--- src/rtl/lcd_bus_receiver.sv ---
// Responder model of an 8-bit HD44780-style character LCD bus: synchronizes the
// bus, commits one transaction per enable fall, keeps a 2x16 buffer and models busy time.
module lcd_bus_receiver #(
   parameter int CMD_BUSY_CYCLES   = 37,
   parameter int CLEAR_BUSY_CYCLES = 1520
) (
   input  logic       fpga_clk_i,
   input  logic       fpga_reset_i,
   input  logic [7:0] lcd_data_i,
   input  logic       lcd_rs_i,
   input  logic       lcd_enable_i,
   input  logic       rd_line_i,
   input  logic [3:0] rd_col_i,
   output logic [7:0] rd_char_o,
   output logic       cursor_line_o,
   output logic [3:0] cursor_col_o,
   output logic       busy_o,
   output logic       valid_o,
   output logic       overrun_o
);

   localparam int MAX_CYC = (CLEAR_BUSY_CYCLES > CMD_BUSY_CYCLES) ? CLEAR_BUSY_CYCLES
                                                                   : CMD_BUSY_CYCLES;
   localparam int CW = $clog2(MAX_CYC + 1);
   localparam logic [CW-1:0] CMD_LOAD = CW'(CMD_BUSY_CYCLES);
   localparam logic [CW-1:0] CLR_LOAD = CW'(CLEAR_BUSY_CYCLES);
   localparam logic [CW-1:0] CNT_ONE  = CW'(1);

   typedef enum logic [1:0] {
      S_IDLE,
      S_CLEAR,
      S_BUSY
   } state_t;

   state_t        r_state;
   logic [9:0]    r_sync1;
   logic [9:0]    r_sync2;
   logic          r_en3;
   logic [4:0]    r_idx;
   logic [CW-1:0] r_cnt;
   logic [4:0]    r_cur;      // {line, col}: +1/-1 on this gives the line wrap for free
   logic          r_dir_inc;
   logic          r_overrun;
   logic [7:0]    r_rd_char;
   logic [7:0]    r_mem [32];

   logic          w_fall;
   logic          w_rs;
   logic [7:0]    w_data;
   logic          w_idle;
   logic          w_accept;

   // Enable, rs and data travel together through the same two stages.
   always_ff @(posedge fpga_clk_i or posedge fpga_reset_i) begin
      if (fpga_reset_i) begin
         r_sync1 <= '0;
         r_sync2 <= '0;
         r_en3   <= 1'b0;
      end else begin
         // NOTE: non-blocking so every stage samples the previous cycle's value.
         r_sync1 <= {lcd_enable_i, lcd_rs_i, lcd_data_i};
         r_sync2 <= r_sync1;
         r_en3   <= r_sync2[9];
      end
   end

   assign w_fall   = r_en3 & ~r_sync2[9];
   assign w_rs     = r_sync2[8];
   assign w_data   = r_sync2[7:0];
   assign w_idle   = (r_state == S_IDLE);
   assign w_accept = w_fall & w_idle;

   always_ff @(posedge fpga_clk_i or posedge fpga_reset_i) begin
      if (fpga_reset_i) begin
         r_state   <= S_CLEAR;
         r_idx     <= '0;
         r_cnt     <= CLR_LOAD;
         r_cur     <= '0;
         r_dir_inc <= 1'b1;
         r_overrun <= 1'b0;
      end else begin
         if (w_fall && !w_idle) r_overrun <= 1'b1;
         case (r_state)
            S_IDLE: begin
               if (w_fall) begin
                  r_state <= S_BUSY;
                  r_cnt   <= CMD_LOAD;
                  if (w_rs) begin
                     r_cur <= r_dir_inc ? r_cur + 5'd1 : r_cur - 5'd1;
                  end else begin
                     casez (w_data)
                        8'b0000_0001: begin
                           r_state   <= S_CLEAR;
                           r_idx     <= '0;
                           r_cnt     <= CLR_LOAD;
                           r_cur     <= '0;
                           r_dir_inc <= 1'b1;
                        end
                        8'b0000_001?: begin
                           r_cnt <= CLR_LOAD;
                           r_cur <= '0;
                        end
                        8'b0000_01??: r_dir_inc <= w_data[1];
                        8'b1???_????: begin
                           if (w_data[6:4] == 3'b000)      r_cur <= {1'b0, w_data[3:0]};
                           else if (w_data[6:4] == 3'b100) r_cur <= {1'b1, w_data[3:0]};
                        end
                        default: ;
                     endcase
                  end
               end
            end
            S_CLEAR: begin
               r_idx <= r_idx + 5'd1;
               r_cnt <= r_cnt - CNT_ONE;
               if (r_idx == 5'd31) r_state <= (r_cnt == CNT_ONE) ? S_IDLE : S_BUSY;
            end
            S_BUSY: begin
               if (r_cnt <= CNT_ONE) begin
                  r_cnt   <= '0;
                  r_state <= S_IDLE;
               end else begin
                  r_cnt <= r_cnt - CNT_ONE;
               end
            end
            default: r_state <= S_IDLE;
         endcase
      end
   end

   // NOTE: the character array has no reset; the post-reset clear sweep initializes it.
   always_ff @(posedge fpga_clk_i) begin
      if (r_state == S_CLEAR)  r_mem[r_idx] <= 8'h20;
      else if (w_accept && w_rs) r_mem[r_cur] <= w_data;
   end

   always_ff @(posedge fpga_clk_i or posedge fpga_reset_i) begin
      if (fpga_reset_i) r_rd_char <= 8'h00;
      else              r_rd_char <= r_mem[{rd_line_i, rd_col_i}];
   end

   assign rd_char_o     = r_rd_char;
   assign cursor_line_o = r_cur[4];
   assign cursor_col_o  = r_cur[3:0];
   assign busy_o        = ~w_idle;
   assign valid_o       = w_accept;
   assign overrun_o     = r_overrun;

endmodule

--- config.mk ---
export PLATFORM = sky130hd
export DESIGN_NAME = lcd_bus_receiver
export DESIGN_NICKNAME = d
export VERILOG_FILES = /design/src/rtl/lcd_bus_receiver.sv
export SDC_FILE = /design/constraint.sdc
export NUM_CORES = 1
export LEC_CHECK = 0
export ABC_AREA = 1
export BUFFER_PORTS_ARGS = -buffer_cell sky130_fd_sc_hd__buf_2
export CAP_MARGIN = 20
export CORE_MARGIN = 4
export CORE_UTILIZATION = 47
export CTS_CLUSTER_DIAMETER = 120
export CTS_CLUSTER_SIZE = 24
export DETAILED_ROUTE_END_ITERATION = 10
export GPL_TIMING_DRIVEN = 0
export SYNTH_ARGS = -nofsm -noshare
export SYNTH_HDL_FRONTEND = slang
export SYNTH_SLANG_ARGS = --single-unit
--- constraint.sdc ---
create_clock -name fpga_clk_i -period 3.7 [get_ports fpga_clk_i]
set_clock_uncertainty 0.05 [all_clocks]
set_input_delay 0.185 -clock fpga_clk_i [delete_from_list [all_inputs] [get_ports fpga_clk_i]]
set_output_delay 0.185 -clock fpga_clk_i [all_outputs]
set_load 0.01 [all_outputs]
==> reports/qor.yml, run 1 <==
fp.dieW_um: 174
synth_area_um2: 13000
grt_pass1_vias: 8382
p_leak_nw: 5.34
cts_sinks: 310
post_cts_resized: 0
worstSetupPathType: "reg -> reg"
syn-instance-count: 1170
rsz0062_at_grt: "no"
slowest_delay_ns: 0.93
crit-reg2reg-launch: "r_state[0]"
pwr_density_cell_nw_per_um2: 494
holdBufCountCts: 11
timing.critical_path.mode_cell: "nand3_2"
drc: 0
path_cells: "inv_1 > ha_1 > nand3_2 > clkinv_2 > nand3_4 > nand2_1 > o21ai_1 > nand3_2 > nor2_1"
clock_path_buffers: 3
critPathBufInv: 2
fp.coreArea_um2: 27000
crit_cells: 9
grt_pass1_wl_um: 50500
gr-usage-all-layers_pct: 22.0
syn-num-nets: 1199
antenna_found_initial: 0
n_antenna_cell: 0
dr_total_vias: 8812
ys_warn_count: 0
startpoint_type: "register"
path_clk_slew_ns: 0.09
setup.worst_path.start: "r_state[0]"
avgSynthCellArea_um2: 11.1
max_slew_margin_pct: 24.8
layout_common_cells: "nand2_1 (350), edfxtp_1 (256), nand3_1 (184), nor2_1 (75), a21oi_1 (66)"
hp-class: "in -> reg"
ys_seq_area_share_pct: 69.8
crit_required_ns: 3.78
wl_um: 33800
vdd_drop_max_v: 0.000402
post-dp-hpwl_um: 22700
rows: 60
nets: 1260
die_area_um2: 30300
postCtsSetupRepairBufs: 0
layout-drive-gt1-share_pct: 9.91
drv_cap: 0
ioPinCount: 33
root_buffer: "clkbuf_16"
hold_viol: 0
numCtsBuffers: 16
top_layer_used: "met4"
tritoncts: "built"
slew_violations: 0
via_per_inst: 5.57
antenna_left: 0
routedWlPerCell_um: 21.4
dr_wl_met2_um: 16200
drt_pass1_iterations: 5
clk_latency_ns: 0.50
dp_slack_ns: 0.557
htreeDepth: 1
grt_overflow_total: 0
yosys_register_bits: 310
path_delay_family: "simple AND/OR/NAND/NOR gates"
fmax_mhz: 319
initial_core_util_pct: 48.0
setup_viol: 0
drt_iter0_drc: 828
synthDistinctLibCells: 36
timing.final.crit_period_ns: 3.13
routabilityCongestion: 0.930
port_buffers: 29
endpoint_kind: "register"
fin_crit_sh_pct: 84.7
slowest_stage: "nor2_1"
fin_util_pct: 52.6
grt_max_degree: 42
worst-r2r-cell-count: 9
min_from: "rd_col_i[3]"
mostFrequentLayoutCell: "nand2_1"
wl_met3_um: 2650
syn2layout_area_growth_pct: 9.67
setup_ws_ns: 0.566
cp_max_fo: 9
worst_slew_pin_slew_ns: 1.12
outcome: "complete, no violations"
m1WireLength_um: 14100
min_path_cells: 5
worst_ep_arrival_time_ns: 3.21
fp.dieH_um: 174
[power by group]
part           leakage (nW)  internal [mW]  switching (mW)  total (mW)
combinational          2.39          0.351           0.707        1.06
sequential             2.73           3.91           0.114        4.03
clock                 0.223          0.867            1.07        1.94
total                  5.34           5.13            1.89        7.02
[state kept, by name (all words and copies together), names as in the netlist]
| signal | count |
|---|---|
| r_sync2 | 10 |
| r_sync1 | 10 |
| r_idx | 5 |
| rd_char_o | 8 |
| r_mem | 256 |
| r_cur | 5 |
| r_state | 2 |
| r_cnt | 11 |
| r_en3 | 1 |
| overrun_o | 1 |
| r_dir_inc | 1 |
[worst paths after layout]
path	endpoint	slack [ns]
worst min register to register	r_sync2[2]	0.30
max in group asynchronous	r_dir_inc	2.81
worst max-delay path	r_mem[29][4]	0.57
min in group asynchronous	rd_char_o[1]	0.17
worst max register to register	r_mem[29][4]	0.57
worst min-delay path	rd_char_o[3]	0.08
[kinds of logic after synthesis]
group	count (synthesis)	share of synthesized area (%)
buffers and inverters	106	3.47
AOI/OAI and AO/OA	97	4.07
and+or+nand+nor	635	20.8
DFF	310	69.8
adders and majority gates	12	1.22
xor gates and xnor gates	10	0.676
[stage by stage]
step	instances	hold WS [ns]	total power [mW]	setup TNS [ns]	area, um^2
final	1582	0.0801	7.02	0	14200
after global routing	1582	0.100	7.36	0	14200
after CTS	1582	0.0639	7.05	0	14200
after detailed placement	1543	0.161	5.15	0	13600
after global placement	1540	0.242	5.12	-9.87	13500
after floorplan	1170	0.166	4.80	0	13000
[cells in the mapped netlist, drive strengths merged]
cell,instances,area [um^2]
nor2,84,320
inv,48,180
o21ai,16,91.3
a21oi,66,330
nand3b,1,7.51
nor3b,1,7.51
nor4,1,6.26
nand2,353,1330
buf,44,216
xor2,7,61.3
xnor2,3,26.3
dfrtp,46,1150
edfxtp,256,7690
o22ai,4,25.0
nand4,2,12.5
or2,2,12.5
clkinv,2,8.75
nor3,1,5.00
dfstp,8,210
a31oi,2,12.5
nand3,190,988
fa,1,20.0
clkbuf,12,45.0
o31ai,8,60.1
ha,11,138
a31o,1,8.76
[worst reg2reg max path: cells and delay by family, from the launching register on]
kind | cells | cell delay (ns)
compound gates | 1 | 0.18
buf+inv | 2 | 0.18
flops | 1 | 0.55
fa+ha+maj | 1 | 0.24
simple gates | 5 | 1.56
[per-layer routing]
metal | vias to the layer above | GRT usage (%)
li1 | 4132 | -
met4 | 0 | 5.91
met1 | 4283 | 31.0
met2 | 346 | 36.1
met3 | 51 | 3.50
met5 | - | 0
[final cells by class]
class,count,area [um^2]
Fill cell,2408,12800
Clock buffer,27,463
Tap cell,341,427
Sequential cell,310,9050
Multi-Input combinational cell,754,3510
Clock inverter,1,3.75
Buffer,56,262
Timing Repair Buffer,43,318
Inverter,50,189
Note: power is estimated with default switching activity, not from simulation.
==> run 2: changes to the inputs <==
Settings changed: PLACE_DENSITY set to 0.65.
Clock period 3.7 ns to 2.6 ns, I/O delays scaled along.
==> run 2 against run 1 <==
  * First-iteration DRC count rose by 18%
  * Hold slack lost 0.041 ns
  * Worst setup slack got worse by 0.48 ns
  * Design area is 7.7% higher
  * Global-route usage is 0.41 points higher
  * Via count increased by 4.8%
  * Sequential share of layout area decreased by 4.5 points
  * Critical endpoint is now r_mem[6][2]
  * Largest power group unchanged
  * Highest routed layer unchanged
==> reports/qor.yml, run 2 (synthesis results as in run 1) <==
outcome: "complete, no violations"
sequential_cell_area_um2: 9050
fp.coreArea_um2: 27000
wl_met3_um: 2980
n_antenna_cell: 0
rows: 60
ioPinCount: 33
worst_ep_arrival_time_ns: 2.69
path_clk_slew_ns: 0.10
via_per_inst: 5.66
grt_pass1_wl_um: 52200
top_register: "r_mem"
tritoncts: "built"
mostFrequentLayoutCell: "nand2_1"
nets: 1308
root_buffer: "clkbuf_16"
dp_slack_ns: -0.614
layout_common_cells: "nand2_1 (342), edfxtp_1 (256), nand3_1 (184), a21oi_1 (66), buf_2 (64)"
fp.dieW_um: 174
fmax_mhz: 397
setup_viol: 0
cp_max_fo: 7
port_buffers: 29
grt_max_degree: 41
die_area_um2: 30300
htreeDepth: 1
layout-drive-gt1-share_pct: 17.2
dp_cells: 1544
nFillCells: 2221
crit_required_ns: 2.77
setup_ws_ns: 0.0838
grt_overflow_total: 0
antenna_left: 0
routabilityCongestion: 0.958
numCtsBuffers: 16
p_leak_nw: 5.73
timing.final.crit_period_ns: 2.52
vdd_drop_max_v: 0.000762
hold_viol: 0
worst_slew_pin_slew_ns: 0.936
initial_core_util_pct: 48.0
drv_cap: 0
clk_latency_ns: 0.50
startpoint_type: "register"
drt_pass1_iterations: 6
drt_iter0_drc: 980
routedWlPerCell_um: 21.4
pwr_density_cell_nw_per_um2: 662
max_slew_margin_pct: 37.4
worstSetupPathType: "reg -> reg"
fin_hold_ws_ns: 0.0388
hp-class: "in -> reg"
antenna_found_initial: 0
syn2layout_area_growth_pct: 18.1
cts_sinks: 310
fp.dieH_um: 174
drc: 0
wl_um: 34900
dr_total_vias: 9231
dr_wl_met2_um: 16800
finalNonFillerCells: 1630
largest_reg_flops: 256
gr-usage-all-layers_pct: 22.5
multi_input_area_um2: 3930
endpoint_kind: "register"
top_regs: "r_mem (256), r_cnt (11)"
slew_violations: 0
m1WireLength_um: 13900
fin_crit_sh_pct: 96.8
grt_pass1_vias: 8968
clock_path_buffers: 3
post-dp-hpwl_um: 22400
top_layer_used: "met4"
## run 2: cell types whose count changed in the layout (fill, tap and decap cells not counted), sizes merged
cell   before  now
buf        76  123
nand3     190  191
## run 2: routing by layer
metal / GRT usage, % / vias up
li1: - / 4244
met1: 30.6 / 4501
met2: 37.3 / 400
met3: 3.61 / 86
met4: 7.09 / 0
met5: 0 / -
## run 2: final timing paths
check                                    end  slack, ns  depth (start not counted)    startpoint
min in group asynchronous       rd_char_o[7]       0.12                          3  fpga_reset_i
worst min-delay path            rd_char_o[3]       0.04                          5   rd_col_i[3]
worst max-delay path             r_mem[6][2]       0.08                         13    r_state[0]
worst max register to register   r_mem[6][2]       0.08                         13    r_state[0]
worst min register to register    r_sync2[9]       0.30                          0    r_sync1[9]
max in group asynchronous          r_dir_inc       1.76                          4  fpga_reset_i
## run 2: layout make-up
cell class,count,area share (%)
multi-input cells,755,25.7
plain buffers,56,1.77
inverters,50,1.28
clock buffers,27,3.02
flip-flops and latches,310,59.1
repair buffers,90,6.33
well taps,341,2.79
clock inverters,1,0.0245
## run 2: timing repair
| action | CTS | global route |
|---|---|---|
| resized for setup | 94 | 16 |
| hold buffers | 11 | 0 |
| pin swaps | 31 | 9 |
| buffers inserted | 39 | 7 |
| endpoints found under the hold margin | 60 | 0 |
| cloned | 1 | 0 |
| setup endpoints to repair | 256 | 288 |
## run 2: critical path: stages, from the launching register on
cell	delay [ns]
dfstp_2	0.56
inv_1	0.09
ha_4	0.19
nand3_4	0.10
clkinv_4	0.09
nand3_4	0.11
buf_12	0.14
nand2_2	0.06
o21ai_4	0.09
inv_2	0.11
nor2_4	0.17
nand2_4	0.14
nor2_4	0.13
buf_4	0.18
## run 2: stage by stage
stage                     instance area [um^2]  setup TNS (ns)  power (mW)  util (%)
after detailed placement                 13700          -94.41        7.31      50.5
after floorplan                          13000               0        6.83         -
after CTS                                15200               0        10.1      56.1
after global placement                   13500         -314.74        7.26      50.1
final                                    15300               0        10.1      56.6
after global routing                     15300          -0.110        10.6      56.6
## run 2: report_power, final
| part | switching, mW | internal (mW) | leakage [nW] |
|---|---|---|---|
| clock | 1.52 | 1.24 | 0.223 |
| sequential | 0.171 | 5.57 | 2.73 |
| combinational | 1.08 | 0.557 | 2.78 |
